**src/rtl/button_debouncer_multi.sv**
```systemverilog
// Multi-channel push-button debouncer: synchroniser, window filter, edge and long-press pulses.
// Output changes SYNC_STAGES + 2^CNT_W - 1 clocks after a stable input change; all outputs are registered.
module button_debouncer_multi #(
    parameter int                N_CH        = 4,
    parameter int                CNT_W       = 20,
    parameter int                SYNC_STAGES = 2,
    parameter int                LONG_W      = 26,
    parameter logic [N_CH-1:0]   RESET_VAL   = '0
) (
    input  logic             clk,
    input  logic             rst,
    input  logic [N_CH-1:0]  pb_in,
    output logic [N_CH-1:0]  pb_out,
    output logic [N_CH-1:0]  pb_rise,
    output logic [N_CH-1:0]  pb_fall,
    output logic [N_CH-1:0]  pb_long,
    output logic             any_change
);

    localparam logic [CNT_W-1:0]  CNT_MAX  = '1;
    localparam logic [LONG_W-1:0] LONG_MAX = '1;

    logic [SYNC_STAGES-1:0][N_CH-1:0] sync;
    logic [N_CH-1:0]                  s;

    logic [N_CH-1:0][CNT_W-1:0]       cnt;
    logic [N_CH-1:0][CNT_W-1:0]       cnt_nxt;
    logic [N_CH-1:0][LONG_W-1:0]      lcnt;
    logic [N_CH-1:0][LONG_W-1:0]      lcnt_nxt;

    logic [N_CH-1:0]                  out_nxt;
    logic [N_CH-1:0]                  rise_nxt;
    logic [N_CH-1:0]                  fall_nxt;
    logic [N_CH-1:0]                  long_nxt;

    // The last synchroniser stage is the only view of the pins the filter ever sees.
    assign s = sync[SYNC_STAGES-1];

    always_comb begin
        cnt_nxt  = '0;
        lcnt_nxt = '0;
        out_nxt  = pb_out;
        long_nxt = '0;
        for (int i = 0; i < N_CH; i++) begin
            if (s[i] != pb_out[i]) begin
                cnt_nxt[i] = cnt[i] + CNT_W'(1);
                if (cnt[i] == CNT_MAX) begin
                    out_nxt[i] = s[i];
                end
            end

            // Long-press count saturates so the pulse fires once per press.
            if (pb_out[i]) begin
                if (lcnt[i] != LONG_MAX) begin
                    lcnt_nxt[i] = lcnt[i] + LONG_W'(1);
                end else begin
                    lcnt_nxt[i] = lcnt[i];
                end
                long_nxt[i] = (lcnt_nxt[i] == LONG_MAX) && (lcnt[i] != LONG_MAX);
            end
        end
        rise_nxt = out_nxt & ~pb_out;
        fall_nxt = ~out_nxt & pb_out;
    end

    always_ff @(posedge clk) begin
        if (rst) begin
            sync       <= {SYNC_STAGES{RESET_VAL}};
            cnt        <= '0;
            lcnt       <= '0;
            pb_out     <= RESET_VAL;
            pb_rise    <= '0;
            pb_fall    <= '0;
            pb_long    <= '0;
            any_change <= 1'b0;
        end else begin
            sync       <= {sync[SYNC_STAGES-2:0], pb_in};
            cnt        <= cnt_nxt;
            lcnt       <= lcnt_nxt;
            pb_out     <= out_nxt;
            pb_rise    <= rise_nxt;
            pb_fall    <= fall_nxt;
            pb_long    <= long_nxt;
            any_change <= |(rise_nxt | fall_nxt);
        end
    end

endmodule

```
**config.mk**
```make
export PLATFORM = sky130hd
export DESIGN_NAME = button_debouncer_multi
export DESIGN_NICKNAME = d
export VERILOG_FILES = /design/src/rtl/button_debouncer_multi.sv
export SDC_FILE = /design/constraint.sdc
export NUM_CORES = 1
export LEC_CHECK = 0
export ABC_AREA = 1
export CAP_MARGIN = 0
export CORE_ASPECT_RATIO = 1.75
export CORE_MARGIN = 10
export CORE_UTILIZATION = 30
export CTS_BUF_LIST = sky130_fd_sc_hd__clkbuf_16
export DETAILED_ROUTE_END_ITERATION = 12
export GPL_TIMING_DRIVEN = 0
export PLACE_DENSITY = 0.54
export SLEW_MARGIN = 20
export SYNTH_ARGS = -nofsm -noshare
export SYNTH_HDL_FRONTEND = slang
export SYNTH_SLANG_ARGS = --single-unit
```
**constraint.sdc**
```tcl
create_clock -name clk -period 1.9 [get_ports clk]
set_input_delay 0.38 -clock clk [delete_from_list [all_inputs] [get_ports clk]]
set_output_delay 0.38 -clock clk [all_outputs]
set_load 0.01 [all_outputs]
```
==> results.toml, run 1 <==
[logic_synthesis]
ys_seq_area_share_pct = 38.6
synth_area_leaders = "dfxtp_1, nand2_1, nor2_1"
synth-edff-count = 0
synth.top_cell.area_share_pct = 38.6
ys_ff_latch = 209
yosys.area.top_type = "dfxtp_1"
synthCells = 1626
yosys_warnings = 0
syn_area_mm2 = 0.0108
ys_types = 42
async_flop_share_pct = 0
syn_nets = 1648
syn_area_per_cell_um2 = 6.66
synth_ff_type = "dfxtp_1"

[run_status]
violations = "negative setup slack"
outcome = "complete, but fails checks"

[layout]
syn2layout_area_growth_pct = 28.7
n_fill_cell = 3716
finalNetCount = 1775
final_area_mm2 = 0.0139
insertedDiodeCount = 0
drive_above_1_share_pct = 23.0
utilization_pct = 38.9

[floorplan]
io_pins = 23
core-area_mm2 = 0.0358
placementRows = 92
die-area_mm2 = 0.0444
dieHeight_um = 271
die_x_um = 164
initial_core_util_pct = 30.3

[worst_setup_path]
r2r-start = "cnt[0]"
cp.arrival_ps = 2380
worstSetupEndpointType = "flip-flop"
crit_start = "cnt[0]"
r2r_slack_ps = -100
cp_data_required_time_ps = 2280
crit_fanout = 3
critPathLaunchType = "flip-flop"
path_class = "flip-flop to flip-flop"

[power]
ir_drop_v = 0.000745
leakage_nw = 5.22
power_density_mw_per_mm2 = 639

[sta]
min_period_ps = 2000
worst_pin_slew_ps = 716
hold_viol = 0
slew_headroom_pct = 52.1
setup_viol = 2
finClkSkew_ps = 13.6
rsz0062_at_grt = "yes"
fmax_mhz = 500
drv_slew = 0
layout_setup_ws_ps = -98.3
fin_crit_sh_pct = 105

[job]
cap_viol_max_count = 0

[placed_design]
dp_hpwl_um = 21300
place_area_mm2 = 0.0116
port_buffers = 21
globalplace.congestion = 0.896

[grt]
grt_max_degree = 15
globalRouteOverflowTotal = 0
grt_usage_pct = 12.9
grt_pass1_wl_um = 47700
antenna_found_initial = 0
grt_pass1_vias = 10300

[drt]
drc = 0
vias = 10300
vias_per_cell = 4.62
drt-initial-drc-count = 392
wire_per_inst_um = 13.1
firstDrtPassIters = 4
wirelength_um = 29300
ant_nets = 0

[cts]
ctsHoldBuffers = 0
numCtsBuffers = 22
cts_tree = "built"
clk_latency_ps = 520
clk_pin_slew_ps = 60
h-tree-depth = 1
root_buffer = "clkbuf_16"
clkSinkCount = 209
clk_path_buf_depth = 3

[hold_path]
holdCritStartpoint = "rst"
hold_path_class = "input port to flip-flop"
-- cell type report --
type	count	area, µm²	share of cell area, %
Multi-Input combinational cell	1182	6550	47.0
Sequential cell	209	4260	30.6
Timing Repair Buffer	104	870	6.24
Inverter	208	781	5.60
Tap cell	470	588	4.22
Clock buffer	23	576	4.13
Buffer	26	164	1.18
Clock inverter	16	151	1.09
-- cell families after synthesis --
kind of cell / after synthesis / synth area share (%)
xor gates and xnor gates: 50 / 4.04
and+or+nand+nor: 927 / 37.6
DFF: 209 / 38.6
buffers and inverters: 235 / 8.49
AOI/OAI and AO/OA: 189 / 9.43
adders and majority gates: 16 / 1.85
-- cell usage in the layout, fill, tap and decap left out, drive strengths merged, types with 33 or more instances in the layout --
| cell type | count |
|---|---|
| nand2 | 432 |
| nor2 | 305 |
| dfxtp | 209 |
| inv | 202 |
| nand3 | 106 |
| a21oi | 105 |
| buf | 93 |
| o21ai | 58 |
| clkbuf | 39 |
| nor3 | 33 |
-- report_power, final --
| part | switching (mW) | internal, mW | total (mW) |
|---|---|---|---|
| logic | 0.0404 | 0.0248 | 0.0652 |
| clock network | 1.86 | 2.60 | 4.45 |
| registers | 0.00724 | 4.38 | 4.39 |
-- routing by layer --
| metal | track usage, % | wire length (µm) | vias to the layer above |
|---|---|---|---|
| li1 | - | - | 5391 |
| met1 | 11.8 | 10400 | 4725 |
| met2 | 25.9 | 16700 | 140 |
| met3 | 1.91 | 842 | 79 |
| met4 | 6.98 | 1350 | 0 |
| met5 | 0 | 0 | - |
-- worst max-delay path: stages (launching register included) --
cell     delay (ps)
dfxtp_2         350
ha_4            140
nand2_2          50
inv_2            80
nand2_4          60
nor2_4           90
nand4_1         140
nor3_2          220
nand3_2         130
o21ai_2         160
inv_2            60
ha_4            260
a41oi_2         110
-- per-stage QoR --
| step | total power [mW] | setup slack (ps) | setup TNS, ps | std cells | hold WS (ps) |
|---|---|---|---|---|---|
| 2_1_floorplan | 4.53 | -77.6 | -77.6 | 1626 | 388 |
| 3_3_place_gp | 4.55 | -516 | -12090 | 2117 | 391 |
| 3_5_place_dp | 4.56 | -548 | -13180 | 2117 | 392 |
| 4_1_cts | 9.08 | -260 | -873 | 2190 | 278 |
| 5_1_grt | 9.24 | -246 | -1850 | 2238 | 325 |
| 6_report | 8.91 | -98.3 | -103 | 2238 | 283 |
-- flip-flops by register name, indices dropped and copies added (netlist names) --
signal,cells
s,4
sync,4
lcnt,104
cnt,80
pb_out,4
pb_fall,4
pb_rise,4
any_change,1
pb_long,4
-- timing repair --
action,in CTS,in global routing
gates resized for setup,111,178
pin swaps,36,71
setup buffers,33,49
endpoints found under the setup margin,64,75
cloned,1,1
-- synthesized netlist by cell type (12+ instances only) --
| cell type | n |
|---|---|
| o21ai_0 | 44 |
| nand3b_1 | 12 |
| dfxtp_1 | 209 |
| nand4_1 | 20 |
| ha_1 | 16 |
| xor2_1 | 31 |
| nand2_1 | 414 |
| nor3_1 | 27 |
| nand2_2 | 12 |
| a21oi_1 | 105 |
| inv_1 | 194 |
| nor2_1 | 281 |
| xnor2_1 | 19 |
| clkbuf_1 | 14 |
| nand3_1 | 103 |
-- final timing paths --
| path | endpoint | cells after the start |
|---|---|---|
| setup / recovery | any_change | 12 |
| hold / removal | any_change | 2 |
| setup reg to reg | any_change | 12 |
| hold reg to reg | s[1] | 2 |
Note: power is estimated with default switching activity, not from simulation.
==> inputs of run 2 (changes only) <==
- CTS_BUF_LIST: sky130_fd_sc_hd__clkbuf_16 -> sky130_fd_sc_hd__clkbuf_4 sky130_fd_sc_hd__clkbuf_8 sky130_fd_sc_hd__clkbuf_16
- PLACE_DENSITY: 0.54 -> 0.52
- clock period: 1.9 -> 2.1 ns (I/O delays scaled with it)
==> run 2 against run 1 <==
First-iteration DRC count is 2.6% lower. Power hardly changed. Critical endpoint unchanged. Core utilization is 2.2 points lower. Via count is 2.5% lower. Count of clock-buffer cells in the layout is 6 higher. Routed wire length is 2.4% lower. Final cell count is 2.1% lower. Clock power is 9.2% higher. Highest routed layer unchanged. Sequential cell count stayed put. The run now ends clean.
==> results.toml, run 2 (synthesized netlist as in run 1, its figures left out) <==
[run_status]
outcome = "finished clean"

[power]
ir_drop_v = 0.000519
leakage_nw = 4.83
power_density_mw_per_mm2 = 677

[worst_setup_path]
slowest_delay_ps = 350
rr_worst_depth = 12
critPathLaunchType = "flip-flop"
worstSetupEndpointType = "flip-flop"
path_class = "flip-flop to flip-flop"
cp_data_required_time_ps = 2510
cp.arrival_ps = 2480
crit_fanout = 3
cp_slowest_cell = "dfxtp_2"
cp_cell_sequence = "ha_4, nand2_1, inv_2, nand2_4, nor3_4, nand3_2, nor3_4, nand3_2, o21ai_4, inv_2, ha_4, a41oi_2"

[layout]
insertedDiodeCount = 0
syn2layout_area_growth_pct = 21.4
drive_above_1_share_pct = 13.0
layout_common_cells = "nand2_1, nor2_1, dfxtp_1, inv_1, a21oi_1"
stdcell_count = 2192
layout_commonest_cell = "nand2_1"
top_regs = "lcnt (104), cnt (80)"
largest_register = "lcnt"
largest_reg_flops = 104
finalNetCount = 1726
final_area_mm2 = 0.0131

[hold_path]
whs_path_depth = 2
hold_path_class = "input port to flip-flop"

[grt]
antenna_found_initial = 0
grt_pass1_vias = 9977
grt_pass1_wl_um = 46500
grt_usage_pct = 12.6
grt_max_degree = 15
globalRouteOverflowTotal = 0

[drt]
ant_nets = 0
drc = 0
firstDrtPassIters = 4
wirelength_um = 28600
drt-initial-drc-count = 382
vias = 10100
wire_per_inst_um = 13.0
vias_per_cell = 4.60

[cts]
root_buffer = "clkbuf_16"
clk_latency_ps = 540
ctsHoldBuffers = 0
cts_tree = "built"
clk_pin_slew_ps = 60
clk_path_buf_depth = 3
h-tree-depth = 1
clkSinkCount = 209
numCtsBuffers = 24

[floorplan]
placementRows = 92
io_pins = 23
die-area_mm2 = 0.0444
dieHeight_um = 271
initial_core_util_pct = 30.3
core-area_mm2 = 0.0358
die_x_um = 164

[sta]
fin_crit_sh_pct = 98.4
slew_headroom_pct = 57.1
hold_viol = 0
setup_viol = 0
drv_slew = 0
rsz0062_at_grt = "yes"
worst_pin_slew_ps = 641
min_period_ps = 2070
finClkSkew_ps = 30.5
hold_slack_ps = 301
fmax_mhz = 484

[placed_design]
port_buffers = 21
dp_hpwl_um = 21700
globalplace.congestion = 0.927
placed_cells = 2117
place_area_mm2 = 0.0116

[job]
cap_viol_max_count = 0
-- run 2: layout make-up --
cell class                      instances  area [µm²]
Buffer                                 27         153
Clock buffer                           29         651
Clock inverter                         15         273
Fill cell                            3822       22700
Inverter                              208         781
Multi-Input combinational cell       1182        6040
Sequential cell                       209        4210
Tap cell                              470         588
Timing Repair Buffer                   52         460
-- run 2: what timing repair did --
item / 4_1_cts / 5_1_grt
resized for setup: 47 / 46
pin swaps: 18 / 26
cloned: 0 / 1
endpoints found under the setup margin: 33 / 36
buffers inserted: 18 / 12
-- run 2: through the flow --
stage	total power, mW	worst slack, ps	setup TNS, ps	utilization, %
global route	9.20	-89.4	-290	36.7
floorplan	4.10	95.6	0	-
CTS	9.06	-35.5	-35.5	35.9
detailed placement	4.12	-381	-3510	32.5
finish	8.90	32.7	0	36.7
global placement	4.12	-322	-2380	32.5
-- run 2: layer usage --
layer	GRT usage, %	vias up	part of all wire (%)
li1	-	5287	-
met1	12.3	4577	38
met2	24.5	129	54
met3	1.64	80	3.0
met4	6.77	0	4.9
met5	0	-	0
-- run 2: worst max-delay path: cells and delay by family, from the launching register on --
kind | cells | cell delay, ps
adders and majority gates | 2 | 390
and+or+nand+nor | 6 | 790
buffers and inverters | 2 | 140
AOI/OAI and AO/OA | 2 | 260
DFF | 1 | 350
-- run 2: path summary, 6_finish.rpt --
kind / to / slack (ps) / from
min: any_change / 300 / rst
max reg2reg: any_change / 30 / cnt[21]
min reg2reg: s[0] / 400 / sync[0]
max: any_change / 30 / cnt[21]
-- run 2: power breakdown --
group / switching, mW / internal [mW]
clock network: 1.78 / 3.09
logic: 0.0356 / 0.0209
registers: 0.00619 / 3.97
total: 1.82 / 7.08
